===== src/rtl/div_pkg.sv =====
// Shared types and helpers for the runtime clock-divider controller.
package div_pkg;

  typedef enum logic [1:0] {
    IDLE,
    RUN,
    PEND
  } div_state_e;

  localparam int unsigned DIV_MIN   = 2;
  // Widest ratio field the helper below supports.
  localparam int unsigned DIV_W_MAX = 16;

  // ceil(n/2) without a carry bit: (n>>1) + lsb.
  function automatic logic [DIV_W_MAX-1:0] half_hi(input logic [DIV_W_MAX-1:0] n);
    return (n >> 1) + {{(DIV_W_MAX-1){1'b0}}, n[0]};
  endfunction

endpackage


===== src/rtl/div_n_ctrl_if.sv =====
// Config port of the divider controller: valid/ready ratio offer plus error pulse.
interface div_n_ctrl_if #(
  parameter int unsigned DIV_W = 8
);

  logic             cfg_valid_i;
  logic [DIV_W-1:0] cfg_div_i;
  logic             cfg_ready_o;
  logic             cfg_err_o;

  modport master (
    output cfg_valid_i,
    output cfg_div_i,
    input  cfg_ready_o,
    input  cfg_err_o
  );

  modport slave (
    input  cfg_valid_i,
    input  cfg_div_i,
    output cfg_ready_o,
    output cfg_err_o
  );

endinterface


===== src/rtl/div_core.sv =====
// Period counter: generates the registered divided clock and the last-cycle tick
// for ratio i_div; i_start restarts a period at cnt=0, i_stop parks the output low.
module div_core
  import div_pkg::*;
#(
  parameter int unsigned DIV_W = 8
) (
  input  logic             clk,
  input  logic             rst_n,
  input  logic             i_start,
  input  logic             i_stop,
  input  logic [DIV_W-1:0] i_div,
  output logic             o_clkdiv,
  output logic             o_tick
);

  logic [DIV_W-1:0] r_cnt;
  logic             r_act;
  logic             r_clkdiv;
  logic             r_tick;

  logic [DIV_W-1:0] w_half;
  logic [DIV_W-1:0] w_last;
  logic [DIV_W-1:0] w_nxt;

  assign w_half = DIV_W'(half_hi(DIV_W_MAX'(i_div)));
  assign w_last = i_div - DIV_W'(1);

  always_comb begin
    w_nxt = r_cnt + DIV_W'(1);
    if (r_cnt == w_last) begin
      w_nxt = '0;
    end
  end

  // Outputs are computed from the next count so they line up with r_cnt.
  always_ff @(posedge clk or negedge rst_n) begin
    if (!rst_n) begin
      r_cnt    <= '0;
      r_act    <= 1'b0;
      r_clkdiv <= 1'b0;
      r_tick   <= 1'b0;
    end else if (i_stop) begin
      r_cnt    <= '0;
      r_act    <= 1'b0;
      r_clkdiv <= 1'b0;
      r_tick   <= 1'b0;
    end else if (i_start) begin
      r_cnt    <= '0;
      r_act    <= 1'b1;
      r_clkdiv <= 1'b1;
      r_tick   <= 1'b0;
    end else if (r_act) begin
      r_cnt    <= w_nxt;
      r_clkdiv <= (w_nxt < w_half);
      r_tick   <= (w_nxt == w_last);
    end
  end

  assign o_clkdiv = r_clkdiv;
  assign o_tick   = r_tick;

endmodule


===== src/rtl/div_n_ctrl.sv =====
// Runtime controller for the integer clock divider: accepts ratio updates and
// run/stop requests, applying both only at output period boundaries.
module div_n_ctrl
  import div_pkg::*;
#(
  parameter int unsigned DIV_W       = 8,
  parameter int unsigned DEFAULT_DIV = 10
) (
  input  logic             clk,
  input  logic             rst_n,
  input  logic             en_i,
  div_n_ctrl_if.slave      cfg,
  output logic             clkdiv_o,
  output logic             tick_o,
  output logic [DIV_W-1:0] cur_div_o,
  output logic             busy_o
);

  div_state_e       r_state;
  logic [DIV_W-1:0] r_cur_div;
  logic [DIV_W-1:0] r_pend;
  logic             r_ready;
  logic             r_err;
  logic             r_busy;

  logic             w_xfer;
  logic             w_legal;
  logic             w_tick;
  logic             w_clkdiv;
  logic             w_start;
  logic             w_stop;

  assign w_xfer  = cfg.cfg_valid_i && r_ready;
  assign w_legal = (cfg.cfg_div_i >= DIV_W'(DIV_MIN));

  // w_tick marks the boundary cycle; decisions take effect on its closing edge.
  always_comb begin
    w_start = 1'b0;
    w_stop  = 1'b0;
    unique case (r_state)
      IDLE: w_start = en_i;
      RUN, PEND: begin
        if (w_tick) begin
          w_start = en_i;
          w_stop  = !en_i;
        end
      end
      default: begin
        w_start = 1'b0;
        w_stop  = 1'b0;
      end
    endcase
  end

  always_ff @(posedge clk or negedge rst_n) begin
    if (!rst_n) begin
      r_state   <= IDLE;
      r_cur_div <= DIV_W'(DEFAULT_DIV);
      r_pend    <= '0;
      r_ready   <= 1'b1;
      r_err     <= 1'b0;
      r_busy    <= 1'b0;
    end else begin
      r_err <= w_xfer && !w_legal;
      unique case (r_state)
        IDLE: begin
          if (w_xfer && w_legal) begin
            r_cur_div <= cfg.cfg_div_i;
          end
          if (en_i) begin
            r_state <= RUN;
            r_busy  <= 1'b1;
          end
        end
        RUN: begin
          // A legal offer arriving as we stop lands directly in cur_div.
          if (w_tick && !en_i) begin
            r_state <= IDLE;
            r_busy  <= 1'b0;
            if (w_xfer && w_legal) begin
              r_cur_div <= cfg.cfg_div_i;
            end
          end else if (w_xfer && w_legal) begin
            r_pend  <= cfg.cfg_div_i;
            r_state <= PEND;
            r_ready <= 1'b0;
          end
        end
        PEND: begin
          if (w_tick) begin
            r_cur_div <= r_pend;
            r_ready   <= 1'b1;
            if (en_i) begin
              r_state <= RUN;
            end else begin
              r_state <= IDLE;
              r_busy  <= 1'b0;
            end
          end
        end
        default: begin
          r_state <= IDLE;
          r_busy  <= 1'b0;
          r_ready <= 1'b1;
        end
      endcase
    end
  end

  div_core #(
    .DIV_W (DIV_W)
  ) u_core (
    .clk      (clk),
    .rst_n    (rst_n),
    .i_start  (w_start),
    .i_stop   (w_stop),
    .i_div    (r_cur_div),
    .o_clkdiv (w_clkdiv),
    .o_tick   (w_tick)
  );

  assign cfg.cfg_ready_o = r_ready;
  assign cfg.cfg_err_o   = r_err;
  assign clkdiv_o        = w_clkdiv;
  assign tick_o          = w_tick;
  assign cur_div_o       = r_cur_div;
  assign busy_o          = r_busy;

endmodule


===== src/flat_wrapper.sv =====
// flat-port wrapper written by rule: the top's interface ports become plain ports
module div_n_ctrl_flat import div_pkg::*;
#(
  parameter int unsigned DIV_W       = 8,
  parameter int unsigned DEFAULT_DIV = 10
)
  (clk, rst_n, en_i, clkdiv_o, tick_o, cur_div_o, busy_o, cfg_cfg_valid_i, cfg_cfg_div_i, cfg_cfg_ready_o, cfg_cfg_err_o);
  div_n_ctrl_if #(.DIV_W(DIV_W)) cfg_i ();
  input  logic clk;
  input  logic rst_n;
  input  logic en_i;
  output logic clkdiv_o;
  output logic tick_o;
  output logic [DIV_W-1:0] cur_div_o;
  output logic busy_o;
  input wire logic [$bits(cfg_i.cfg_valid_i)-1:0] cfg_cfg_valid_i;
  input wire logic [$bits(cfg_i.cfg_div_i)-1:0] cfg_cfg_div_i;
  output wire logic [$bits(cfg_i.cfg_ready_o)-1:0] cfg_cfg_ready_o;
  output wire logic [$bits(cfg_i.cfg_err_o)-1:0] cfg_cfg_err_o;
  assign cfg_i.cfg_valid_i = cfg_cfg_valid_i;
  assign cfg_i.cfg_div_i = cfg_cfg_div_i;
  assign cfg_cfg_ready_o = cfg_i.cfg_ready_o;
  assign cfg_cfg_err_o = cfg_i.cfg_err_o;
  div_n_ctrl #(.DIV_W(DIV_W), .DEFAULT_DIV(DEFAULT_DIV)) u_core (.clk(clk), .rst_n(rst_n), .en_i(en_i), .cfg(cfg_i), .clkdiv_o(clkdiv_o), .tick_o(tick_o), .cur_div_o(cur_div_o), .busy_o(busy_o));
endmodule

===== config.mk =====
export PLATFORM = sky130hd
export DESIGN_NAME = div_n_ctrl_flat
export DESIGN_NICKNAME = d
export VERILOG_FILES = /design/src/rtl/div_pkg.sv /design/src/rtl/div_n_ctrl_if.sv /design/src/rtl/div_core.sv /design/src/rtl/div_n_ctrl.sv /design/src/flat_wrapper.sv
export SDC_FILE = /design/constraint.sdc
export NUM_CORES = 1
export LEC_CHECK = 0
export BUFFER_PORTS_ARGS = -buffer_cell sky130_fd_sc_hd__buf_2
export CAP_MARGIN = 20
export CELL_PAD_IN_SITES_DETAIL_PLACEMENT = 1
export CELL_PAD_IN_SITES_GLOBAL_PLACEMENT = 2
export CORE_ASPECT_RATIO = 0.8
export CORE_UTILIZATION = 35
export CTS_BUF_LIST = sky130_fd_sc_hd__clkbuf_2 sky130_fd_sc_hd__clkbuf_4 sky130_fd_sc_hd__clkbuf_8
export DETAILED_ROUTE_END_ITERATION = 10
export PLACE_DENSITY_LB_ADDON = 0.1
export RECOVER_POWER = 25
export SYNTH_ARGS = -nofsm -noshare
export SYNTH_HDL_FRONTEND = slang
export SYNTH_SLANG_ARGS = --single-unit
export TNS_END_PERCENT = 10

===== constraint.sdc =====
create_clock -name clk -period 4.81 [get_ports clk]
set_input_delay 0.481 -clock clk [delete_from_list [all_inputs] [get_ports clk]]
set_output_delay 0.481 -clock clk [all_outputs]
set_load 0.02 [all_outputs]

==> metrics.md <==
| Metric | Value |
|---|---|
| Vias/cell | 5.34 |
| Clock Skews | 5.91 ps |
| Drt drc | 0 |
| Cts bufs inserted | 5 |
| Std-Cell Rows | 26 |
| Post-CTS setup buffer count | 0 |
| Post-DP HPWL | 4640 um |
| Pin count of the biggest net entering global routing | 33 |
| Post-synthesis sequential area ratio | 33.7% |
| Vias in the first global route | 1972 |
| Fillers | 754 |
| Worst EP arrival | 4050 ps |
| Number of flops mapped to enable cells by yosys | 0 |
| Switching share of power | 46.3% |
| Post-synth ARST share | 100% |
| Die X | 94.3 um |
| P_leak | 1.15 nW |
| Max IR drop VDD | 0.332 mV |
| Crit path launch type | flip-flop |
| Final core area utilization | 41.0% |
| Top FF cell, synth | dfrtp_1 |
| Failing checks | max-capacitance violations, max-slew violations |
| Max Cap Viol | 1 |
| Netlist cell types | 56 |
| Crit Path Max Fanout | 18 |
| Crit path max-delay cell type | dfrtp_1 |
| Final net count | 298 |
| Fin Setup TNS | 0 ps |
| Final cell count without fillers | 356 |
| Final setup fails | 0 |
| Yosys warns | 0 |
| Area Overhead vs Synth | 11.2% |
| Total track usage | 19.0% |
| Ratio of cells with drive above 1 in the final layout | 23.2% |
| Final worst-path cycle share | 79.5% |
| Worst Setup End Kind | flip-flop |
| Total grt overflow | 0 |
| Mean Syn Cell Area | 9.51 um^2 |
| Slew Limit Fails | 33 |
| Syn Nets | 278 |
| Cells after synthesis | 251 |
| Req. time, crit path | 5030 ps |
| DR iter-0 viols | 69 |
| Cells along the critical path | inv_1 -> ha_1 -> xor2_1 -> o311ai_0 -> nor4_1 -> nand4b_2 -> and2_1 -> ha_1 -> inv_1 -> o21ai_0 -> or4_1 -> a311oi_1 -> o41a_1 |
| Achievable Freq | 262 MHz |
| Clock Latency Late Sink | 280 ps |
| CTS Sinks | 32 |
| Commonest non-fill, non-tap cells in the layout | dfrtp_1, buf_2, mux2_2 |
| RSZ-0062 raised after global routing | false |
| Diodes inserted | 0 |
| Top-level I/O count | 25 |
| CTS tree | done |
| Power per standard cell area | 689 nW/um^2 |
| Worst-margin pin slew | 1810 ps |
| Switch Pwr | 848 uW |
| Final Critical Period | 3820 ps |
| Vias | 1900 |
| Initial core utilization | 36.9% |
| First-pass GRT wire length | 10300 um |
| RePlAce Congestion | 0.816 |
| Sum of buffers and inverters on the critical path | 2 |
| Pwr Total | 1.83 mW |
| Post-cts sizing count | 0 |
| CP delay by family, top | simple AND/OR/NAND/NOR gates |
| Clock share of power | 11.9% |
| Slew HR | -20.4% |
| Logic pwr share | 58.0% |
| Final ANT Viol Nets | 0 |
| Dpl cells | 348 |
| H-tree depth | 2 |
| Initial antenna violation count | 0 |
| Max incr delay on CP | 520 ps |
| Core area | 6470 um^2 |
| Port Buf Inserts | 24 |
| WL final | 6020 um |
| Final Hold Fails | 0 |
| Hold_buf cts | 0 |
| Clock transition at path regs | 70 ps |
| Hold Path Class | input pin to flip-flop |
| Seq pwr share | 30.1% |
| Clock buffer depth | 2 |
| Drt pass-1 iters | 4 |
| Die ar. | 7160 um^2 |
| WL/cell | 16.9 um |
| Power Internal | 982 uW |
| Status | finished with violations |
| Synth Cell Area | 2390 um^2 |
| Synth Register Bits | 32 |
| Commonest non-fill, non-tap cell in the layout | dfrtp_1 |
| Root Driver | clkbuf_8 |
| Die Height | 75.9 um |
| Crit path kind | flip-flop to flip-flop |
[power by group through the flow]
stage	Clock, mW	Combinational [mW]	Sequential (mW)
after floorplan	0	0.813	0.525
after global placement	0	1.06	0.555
after detailed placement	0	1.05	0.558
after CTS	0.232	1.06	0.552
after global routing	0.243	1.18	0.578
final	0.218	1.06	0.551
[sequential cells by signal (all words and copies together), names as in the netlist]
name / flops
u_core.r_state: 2
u_core.busy_o: 1
u_core.r_pend: 8
u_core.cfg.cfg_ready_o: 1
u_core.u_core.r_act: 1
u_core.cfg.cfg_err_o: 1
u_core.u_core.o_tick: 1
u_core.u_core.r_cnt: 8
u_core.u_core.o_clkdiv: 1
u_core.cur_div_o: 8
[final cells by class]
| class | instances | area, um^2 | share of cell area (%) |
|---|---|---|---|
| Multi-Input combinational cell | 195 | 1480 | 55.8 |
| Sequential cell | 32 | 805 | 30.3 |
| Timing Repair Buffer | 25 | 126 | 4.76 |
| Tap cell | 84 | 105 | 3.96 |
| Clock buffer | 6 | 82.6 | 3.11 |
| Inverter | 12 | 45.0 | 1.70 |
| Clock inverter | 2 | 10.0 | 0.377 |
[path summary, 6_finish.rpt]
path | slack (ps) | from | cells past startpoint | end
min in group asynchronous | 680 | rst_n | 1 | u_core.r_state[1]$_DFFE_PN0P_
hold reg to reg | 500 | u_core.cfg.cfg_ready_o$_DFFE_PN1P_ | 2 | u_core.cfg.cfg_err_o$_DFF_PN0_
hold / removal | 420 | cfg_cfg_valid_i | 3 | u_core.cfg.cfg_err_o$_DFF_PN0_
setup / recovery | 990 | u_core.cur_div_o[0]$_DFFE_PN0P_ | 13 | u_core.u_core.o_clkdiv$_DFFE_PN0P_
max in group asynchronous | 3090 | rst_n | 1 | u_core.r_pend[1]$_DFFE_PN0P_
setup reg to reg | 990 | u_core.cur_div_o[0]$_DFFE_PN0P_ | 13 | u_core.u_core.o_clkdiv$_DFFE_PN0P_
[cell families after synthesis]
logic type	count (synthesis)	share of synthesized area, %
buf+inv	24	4.30
simple gates	84	19.0
xor+xnor	26	10.2
flops	32	33.7
fa+ha+maj	15	7.86
compound gates	43	12.5
mux	27	12.5
[Yosys cell counts, types with 2 or more instances]
cell type   n  area share [%]
dfrtp_1    29              30
or4_1       3            0.94
o221ai_1    3             1.1
nand4_1     3            0.79
and3_1      2            0.52
nand3_1    14             2.9
nor2b_1     3            0.79
inv_1      10             1.6
nand2b_1    2            0.52
mux2_2     22              10
nor3b_1     2            0.63
nor3_1      5             1.0
nand3b_1    3            0.94
and2_1      7             1.8
xor2_1     13             4.8
mux2i_1     5             2.1
a21oi_1    19             4.0
nand2_1    20             3.1
a2111o_1    2            0.94
nor2_1     13             2.0
o21ai_0     2            0.42
ha_1       15             7.9
clkbuf_1    8             1.3
dfstp_2     3             3.3
xnor2_1    12             4.4
[tightest hold or removal path, delay by kind of cell]
family                 cells  cell delay [ps]
AND/OR/NAND/NOR            2              100
buffers and inverters      1              100
[metal layers]
metal  GRT usage (%)  wire length [um]
met2            30.2              2560
met4            3.08                29
met1            27.4              3280
met5               0                 0
met3            3.59               149
[metrics by stage]
step                      setup WS (ps)  hold WS, ps  cell area (um^2)
final                               987          424              2650
after global routing                594          438              2650
after CTS                          1000          279              2660
after detailed placement           1040          492              2560
after global placement             1150          484              2560
after floorplan                    1340          185              2390
Power figures use the tool's default switching activity.
